### config.mk
export PLATFORM = sky130hd
export DESIGN_NAME = decode_stage
export DESIGN_NICKNAME = d
export VERILOG_FILES = /design/src/rtl/decode_pkg.sv /design/src/rtl/imm_gen.sv /design/src/rtl/decode_stage.sv
export SDC_FILE = /design/constraint.sdc
export NUM_CORES = 1
export LEC_CHECK = 0
export ABC_AREA = 1
export CELL_PAD_IN_SITES_DETAIL_PLACEMENT = 0
export CELL_PAD_IN_SITES_GLOBAL_PLACEMENT = 1
export CORE_MARGIN = 3
export CORE_UTILIZATION = 34
export CTS_BUF_LIST = sky130_fd_sc_hd__clkbuf_2
export DETAILED_ROUTE_END_ITERATION = 16
export PLACE_DENSITY = 0.89
export SLEW_MARGIN = 20
export SYNTH_ARGS = -nofsm -noshare
export SYNTH_HDL_FRONTEND = slang
export SYNTH_HIERARCHICAL = 1
export SYNTH_SLANG_ARGS = --single-unit
### constraint.sdc
create_clock -name CLK -period 1.7 [get_ports CLK]
set_input_delay 0.34 -clock CLK [delete_from_list [all_inputs] [get_ports CLK]]
set_output_delay 0.34 -clock CLK [all_outputs]
set_load 0.01 [all_outputs]
### src/rtl/decode_pkg.sv
// Shared decode constants: RV32I/RV64I opcodes, control-bundle bit positions
// and the halt-drain state encoding.
package decode_pkg;

    localparam logic [6:0] OP_IMM = 7'b0010011;
    localparam logic [6:0] OP     = 7'b0110011;
    localparam logic [6:0] JAL    = 7'b1101111;
    localparam logic [6:0] JALR   = 7'b1100111;
    localparam logic [6:0] BRANCH = 7'b1100011;
    localparam logic [6:0] LOAD   = 7'b0000011;
    localparam logic [6:0] STORE  = 7'b0100011;
    localparam logic [6:0] LUI    = 7'b0110111;
    localparam logic [6:0] AUIPC  = 7'b0010111;

    localparam int CTRL_W      = 10;
    localparam int CTRL_LUI    = 9;
    localparam int CTRL_AUIPC  = 8;
    localparam int CTRL_OPIMM  = 7;
    localparam int CTRL_OP     = 6;
    localparam int CTRL_JAL    = 5;
    localparam int CTRL_JALR   = 4;
    localparam int CTRL_BRANCH = 3;
    localparam int CTRL_LOAD   = 2;
    localparam int CTRL_STORE  = 1;
    localparam int CTRL_RF_WE  = 0;

    typedef enum logic [1:0] {
        RUN    = 2'd0,
        DRAIN  = 2'd1,
        HALTED = 2'd2
    } state_e;

endpackage

### src/rtl/imm_gen.sv
// Combinational immediate generator: builds every RV32I immediate format and
// sign-extends it from inst[31] to XLEN.
module imm_gen #(
    parameter int XLEN = 32
) (
    input  logic [31:0]     in_inst,
    output logic [XLEN-1:0] immI,
    output logic [XLEN-1:0] immS,
    output logic [XLEN-1:0] immB,
    output logic [XLEN-1:0] immU,
    output logic [XLEN-1:0] immJ
);

    logic signed [31:0] i32, s32, b32, u32, j32;
    logic               unused_opcode;

    always_comb begin
        i32 = {{20{in_inst[31]}}, in_inst[31:20]};
        s32 = {{20{in_inst[31]}}, in_inst[31:25], in_inst[11:7]};
        b32 = {{19{in_inst[31]}}, in_inst[31], in_inst[7], in_inst[30:25], in_inst[11:8], 1'b0};
        u32 = {in_inst[31:12], 12'b0};
        j32 = {{11{in_inst[31]}}, in_inst[31], in_inst[19:12], in_inst[20], in_inst[30:21], 1'b0};
    end

    // Widening a signed 32-bit value replicates bit 31 up to XLEN.
    assign immI = XLEN'(i32);
    assign immS = XLEN'(s32);
    assign immB = XLEN'(b32);
    assign immU = XLEN'(u32);
    assign immJ = XLEN'(j32);

    assign unused_opcode = ^in_inst[6:0];

endmodule

### src/rtl/decode_stage.sv
// Registered instruction-decode stage: decodes, reads operands, interlocks on
// load-use hazards and drains to a sticky halt on the halt instruction.
module decode_stage
    import decode_pkg::*;
#(
    parameter int          XLEN        = 32,
    parameter logic [31:0] HALT_INST   = 32'h00008067,
    parameter logic [31:0] HALT_RA_VAL = 32'h0000000c
) (
    input  logic              CLK,
    input  logic              RSTn,
    input  logic              in_valid,
    output logic              in_ready,
    input  logic [31:0]       in_inst,
    input  logic [XLEN-1:0]   in_pc,
    output logic [4:0]        RF_RA1,
    output logic [4:0]        RF_RA2,
    input  logic [XLEN-1:0]   RF_RD1,
    input  logic [XLEN-1:0]   RF_RD2,
    input  logic              ex_load_pending,
    input  logic [4:0]        ex_load_rd,
    input  logic              flush,
    output logic              out_valid,
    input  logic              out_ready,
    output logic [XLEN-1:0]   out_pc,
    output logic [6:0]        out_opcode,
    output logic [4:0]        out_rd,
    output logic [2:0]        out_funct3,
    output logic [6:0]        out_funct7,
    output logic [XLEN-1:0]   out_imm,
    output logic [XLEN-1:0]   out_rs1_val,
    output logic [XLEN-1:0]   out_rs2_val,
    output logic [XLEN-1:0]   out_oprnd2,
    output logic [CTRL_W-1:0] out_ctrl,
    output logic              out_illegal,
    output logic              HALT
);

    logic [6:0]        opcode;
    logic [4:0]        rd, rs1, rs2;
    logic [XLEN-1:0]   immI, immS, immB, immU, immJ;
    logic [XLEN-1:0]   imm_d, oprnd2_d;
    logic [CTRL_W-1:0] ctrl_d;
    logic              illegal_d, use_rs1, use_rs2, writes_rd;
    logic              hazard, accept, halt_hit;
    state_e            state_q, state_d;
    logic              valid_q, valid_d;

    assign opcode = in_inst[6:0];
    assign rd     = in_inst[11:7];
    assign rs1    = in_inst[19:15];
    assign rs2    = in_inst[24:20];
    assign RF_RA1 = rs1;
    assign RF_RA2 = rs2;

    imm_gen #(.XLEN(XLEN)) u_imm_gen (
        .in_inst (in_inst),
        .immI    (immI),
        .immS    (immS),
        .immB    (immB),
        .immU    (immU),
        .immJ    (immJ)
    );

    always_comb begin
        ctrl_d    = '0;
        imm_d     = '0;
        oprnd2_d  = '0;
        illegal_d = 1'b0;
        use_rs1   = 1'b0;
        use_rs2   = 1'b0;
        writes_rd = 1'b0;
        case (opcode)
            LUI:    begin ctrl_d[CTRL_LUI]    = 1'b1; imm_d = immU; oprnd2_d = immU; writes_rd = 1'b1; end
            AUIPC:  begin ctrl_d[CTRL_AUIPC]  = 1'b1; imm_d = immU; oprnd2_d = immU; writes_rd = 1'b1; end
            OP_IMM: begin ctrl_d[CTRL_OPIMM]  = 1'b1; imm_d = immI; oprnd2_d = immI; writes_rd = 1'b1; use_rs1 = 1'b1; end
            OP:     begin ctrl_d[CTRL_OP]     = 1'b1; oprnd2_d = RF_RD2; writes_rd = 1'b1; use_rs1 = 1'b1; use_rs2 = 1'b1; end
            JAL:    begin ctrl_d[CTRL_JAL]    = 1'b1; imm_d = immJ; oprnd2_d = immJ; writes_rd = 1'b1; end
            JALR:   begin ctrl_d[CTRL_JALR]   = 1'b1; imm_d = immI; oprnd2_d = immI; writes_rd = 1'b1; use_rs1 = 1'b1; end
            BRANCH: begin ctrl_d[CTRL_BRANCH] = 1'b1; imm_d = immB; oprnd2_d = RF_RD2; use_rs1 = 1'b1; use_rs2 = 1'b1; end
            LOAD:   begin ctrl_d[CTRL_LOAD]   = 1'b1; imm_d = immI; oprnd2_d = immI; writes_rd = 1'b1; use_rs1 = 1'b1; end
            STORE:  begin ctrl_d[CTRL_STORE]  = 1'b1; imm_d = immS; oprnd2_d = immS; use_rs1 = 1'b1; use_rs2 = 1'b1; end
            default: illegal_d = 1'b1;
        endcase
        ctrl_d[CTRL_RF_WE] = writes_rd && (rd != 5'd0);
    end

    // Stall only when the load in execute writes a register this instruction reads.
    assign hazard = in_valid && ex_load_pending && (ex_load_rd != 5'd0)
                 && ((use_rs1 && (rs1 == ex_load_rd)) || (use_rs2 && (rs2 == ex_load_rd)));
    assign in_ready = (state_q == RUN) && !hazard && !flush && (!valid_q || out_ready);
    assign accept   = in_valid && in_ready;
    assign halt_hit = (in_inst == HALT_INST) && (RF_RD1 == XLEN'(HALT_RA_VAL));

    always_comb begin
        state_d = state_q;
        if (flush && (state_q != HALTED)) begin
            state_d = RUN;
        end else begin
            case (state_q)
                RUN:     if (accept && halt_hit) state_d = DRAIN;
                DRAIN:   if (valid_q && out_ready) state_d = HALTED;
                default: state_d = state_q;
            endcase
        end
    end

    always_comb begin
        valid_d = valid_q;
        if (flush)          valid_d = 1'b0;
        else if (accept)    valid_d = 1'b1;
        else if (out_ready) valid_d = 1'b0;
    end

    always_ff @(posedge CLK or negedge RSTn) begin
        if (!RSTn) begin
            state_q     <= RUN;
            valid_q     <= 1'b0;
            out_pc      <= '0;
            out_opcode  <= '0;
            out_rd      <= '0;
            out_funct3  <= '0;
            out_funct7  <= '0;
            out_imm     <= '0;
            out_rs1_val <= '0;
            out_rs2_val <= '0;
            out_oprnd2  <= '0;
            out_ctrl    <= '0;
            out_illegal <= 1'b0;
        end else begin
            state_q <= state_d;
            valid_q <= valid_d;
            if (accept) begin
                out_pc      <= in_pc;
                out_opcode  <= opcode;
                out_rd      <= rd;
                out_funct3  <= in_inst[14:12];
                out_funct7  <= in_inst[31:25];
                out_imm     <= imm_d;
                out_rs1_val <= RF_RD1;
                out_rs2_val <= RF_RD2;
                out_oprnd2  <= oprnd2_d;
                out_ctrl    <= ctrl_d;
                out_illegal <= illegal_d;
            end
        end
    end

    assign out_valid = valid_q;
    assign HALT      = (state_q == HALTED);

endmodule

==> results.py <==
metrics = {
    "status": {
        "outcome": "complete, but fails checks",
        "violations": "negative setup slack",
    },
    "logic_synthesis": {
        "seq_area_frac_synth": 0.459,
        "synthXorXnorAreaFrac": 0.00328,
        "yosys.cell_types.count": 25,
        "synth-simple-area-share": 0.271,
        "synth_area_mm2": 0.0107,
        "synth-compound-area-share": 0.0722,
        "avgSynthCellArea_um2": 7.63,
        "synth_top_family_by_area": "simple AND/OR/NAND/NOR gates",
        "synth.ff_latch_count": 196,
        "synthMuxAreaShare": 0,
        "synth_fa_ha_area_frac": 0,
        "synth_warnings": 6,
        "synthCells": 1399,
    },
    "sta": {
        "maxSlewViolCount": 0,
        "post-route-period-util": 1.42,
        "finClkSkew_ns": 0.0671,
        "rsz0062_at_grt": "yes",
        "setup_tns_ns": -66.24,
        "setup_viol": 390,
        "fmax_mhz": 414,
        "period_needed_ns": 2.42,
        "hold_viol": 0,
        "slew_headroom": 0.626,
        "setup_slack_ns": -0.716,
        "worst_pin_slew_ns": 0.561,
    },
    "layout": {
        "fill_cells": 2430,
        "final-seq-area_mm2": 0.00491,
        "syn_to_final_growth_pct": 77.0,
        "final_area_mm2": 0.0189,
        "fin_nets": 2102,
        "multi_input_area_mm2": 0.00499,
        "layout-drive-gt1-share": 0.419,
    },
    "floorplan": {
        "die_w_um": 183,
        "core-area_mm2": 0.0307,
        "dieArea_mm2": 0.0336,
        "die_y_um": 183,
        "ioPinCount": 345,
        "num_rows": 64,
        "start_util": 0.347,
    },
    "placed_design": {
        "io_buffer_count": 344,
        "post-dp-hpwl_um": 26700,
        "gp_congestion": 0.857,
        "place_area_mm2": 0.0142,
        "dpl_worst_slack_ns": -0.959,
    },
    "power_and_ir_drop": {
        "p_per_area_mw_per_mm2": 437,
        "vdd_ir_drop_max_mv": 0.331,
        "power.leakage_nw": 9.94,
    },
    "cts": {
        "cts_num_sinks": 196,
        "clockBufferDepth": 2,
        "path_clk_slew_ns": 0.36,
        "clkLatencyLatePin_ns": 0.89,
        "htree_levels": 4,
        "cts_root_buf": "clkbuf_2",
        "numCtsBuffers": 17,
        "cts_tree": "done",
    },
    "setup_path": {
        "path_max_fanout": 2,
        "path_cells": "nor2_1 > nand2_1 > nor2_2 > a21boi_2 > buf_2",
        "endpoint_kind": "primary output",
        "cp_data_arrival_time_ns": 2.08,
        "slowest_delay_ns": 0.46,
        "slowest_stage": "dfrtp_1",
        "cp.required_ns": 1.36,
        "critPathKind": "flop to primary output",
        "cp-start-kind": "flop",
        "crit_buf_inv": 1,
        "critPathTopFamily": "flip-flops",
    },
    "grt": {
        "antenna_found_initial": 6,
        "grt_max_degree": 58,
        "grt_use_total": 0.246,
        "grt-ovfl-total": 0,
        "grt_pass1_wl_um": 63200,
        "grt_pass1_vias": 10900,
    },
    "job": {
        "max-cap-violations": 0,
    },
    "drt": {
        "drc_errors": 0,
        "dr.pass1.iters": 7,
        "routed_wirelength_um": 48100,
        "drtIter0Drc": 606,
        "ant_nets": 0,
        "routedWlPerCell_um": 20.3,
        "avgViaCountPerCell": 4.83,
        "num_vias": 11500,
    },
    "min_path": {
        "hold_class": "input port to flop",
    },
}
## cells in the mapped netlist
master	count	area, um^2
nand2_1	528	1980
dfrtp_1	196	4900
buf_4	177	1330
inv_1	91	342
nor2_1	89	334
o21ai_1	73	365
o21ai_0	54	270
nand3_1	45	225
nor3_1	43	215
buf_6	21	236
clkbuf_1	21	78.8
nand4_1	15	93.8
a21oi_1	12	60.1
buf_2	12	60.1
a211oi_1	8	60.1
xnor2_1	4	35.0
nand2_2	2	12.5
a21boi_0	1	7.51
and3_4	1	11.3
buf_8	1	15.0
clkinv_2	1	5.00
conb_1	1	3.75
nand3_2	1	10.0
nor2_4	1	11.3
o21bai_1	1	7.51
## cell families after synthesis
| group | after synthesis |
|---|---|
| AND/OR/NAND/NOR | 725 |
| buffers and inverters | 324 |
| flip-flops | 196 |
| AO/OA/AOI/OAI | 149 |
| XOR/XNOR | 4 |
| other | 1 |
## cell usage in the layout (no fill, tap or decap), types with 4 or more instances in the layout
master,count
conb_1,14
o21ai_2,83
clkdlybuf4s50_1,135
buf_16,23
nor3_1,41
buf_8,12
clkbuf_2,17
buf_4,213
o21ai_0,15
inv_8,6
dfrtp_1,194
buf_2,108
dlygate4sd2_1,11
clkinv_4,5
a21oi_1,11
buf_6,98
nand2_1,354
dlygate4sd3_1,103
o21ai_1,28
inv_1,87
a211oi_1,8
nand2_2,90
nand2_4,85
nand4_1,15
buf_12,37
nor2_2,6
clkbuf_16,21
nand3_1,45
xnor2_1,4
nor2_1,83
## routing by layer
metal | wire [um] | track usage
met1 | 18900 | 0.297
met2 | 23900 | 0.418
met3 | 3430 | 0.0682
met5 | 43 | 0
met4 | 1840 | 0.0981
## per-stage QoR
stage | hold WS, ns | cells | utilization | power, W
floorplan | 0.0444 | 1412 | - | 0.00521
global placement | 0.285 | 2035 | 0.461 | 0.00569
detailed placement | 0.284 | 2035 | 0.461 | 0.00570
CTS | 0.00497 | 2254 | 0.528 | 0.00831
global route | 0.00699 | 2375 | 0.614 | 0.00861
finish | 0.0989 | 2375 | 0.614 | 0.00826
## power breakdown
part | internal [W] | leakage (nW) | switching, W
Sequential | 0.00468 | 2.73 | 0
Combinational | 0.000642 | 7.07 | 0.000547
Clock | 0.000466 | 0.136 | 0.00192
Total | 0.00579 | 9.94 | 0.00247
## worst paths after layout
| path | from | end | slack, ns | cells after the start |
|---|---|---|---|---|
| max | state_q[1]$_DFFE_PN0P_ | in_ready | -0.72 | 5 |
| min | in_inst[30] | out_funct7[5]$_DFFE_PN0P_ | 0.1 | 3 |
| max in group asynchronous | RSTn | out_oprnd2[20]$_DFFE_PN0P_ | 0.79 | 4 |
| min reg2reg | out_rs1_val[3]$_DFFE_PN0P_ | out_rs1_val[3]$_DFFE_PN0P_ | 0.52 | 2 |
| max reg2reg | state_q[1]$_DFFE_PN0P_ | out_rs2_val[11]$_DFFE_PN0P_ | -0.38 | 11 |
| min in group asynchronous | RSTn | out_rs1_val[9]$_DFFE_PN0P_ | 0.62 | 4 |
## what timing repair did
item,4_1_cts,5_1_grt
cloned,24,28
gates resized for setup,951,441
hold buffers,104,0
pin swaps,6,36
hold endpoints to repair,299,0
setup buffers,59,105
endpoints found under the setup margin,322,393
## sequential cells by signal, summed over array words and instances (netlist names)
name,flops
out_valid,1
out_ctrl,10
out_rs2_val,32
out_funct3,3
out_imm,32
state_q,2
out_opcode,7
out_funct7,7
out_pc,32
out_rd,5
out_illegal,1
out_rs1_val,32
out_oprnd2,32
## tightest hold or removal path, stage by stage
cell and delay [ns]:
clkdlybuf4s50_1 0.45, inv_1 0.11, o21ai_2 0.06
## layout make-up
| type | count | area share |
|---|---|---|
| Tap cell | 396 | 0.0262 |
| Multi-Input combinational cell | 892 | 0.264 |
| Clock inverter | 15 | 0.00742 |
| Timing Repair Buffer | 761 | 0.413 |
| Clock buffer | 17 | 0.00450 |
| Sequential cell | 196 | 0.260 |
| Inverter | 92 | 0.0209 |
| Timing Repair inverter | 3 | 0.00371 |
| Antenna cell | 3 | 0.000397 |
No activity file was read; power rests on OpenSTA's default activity.
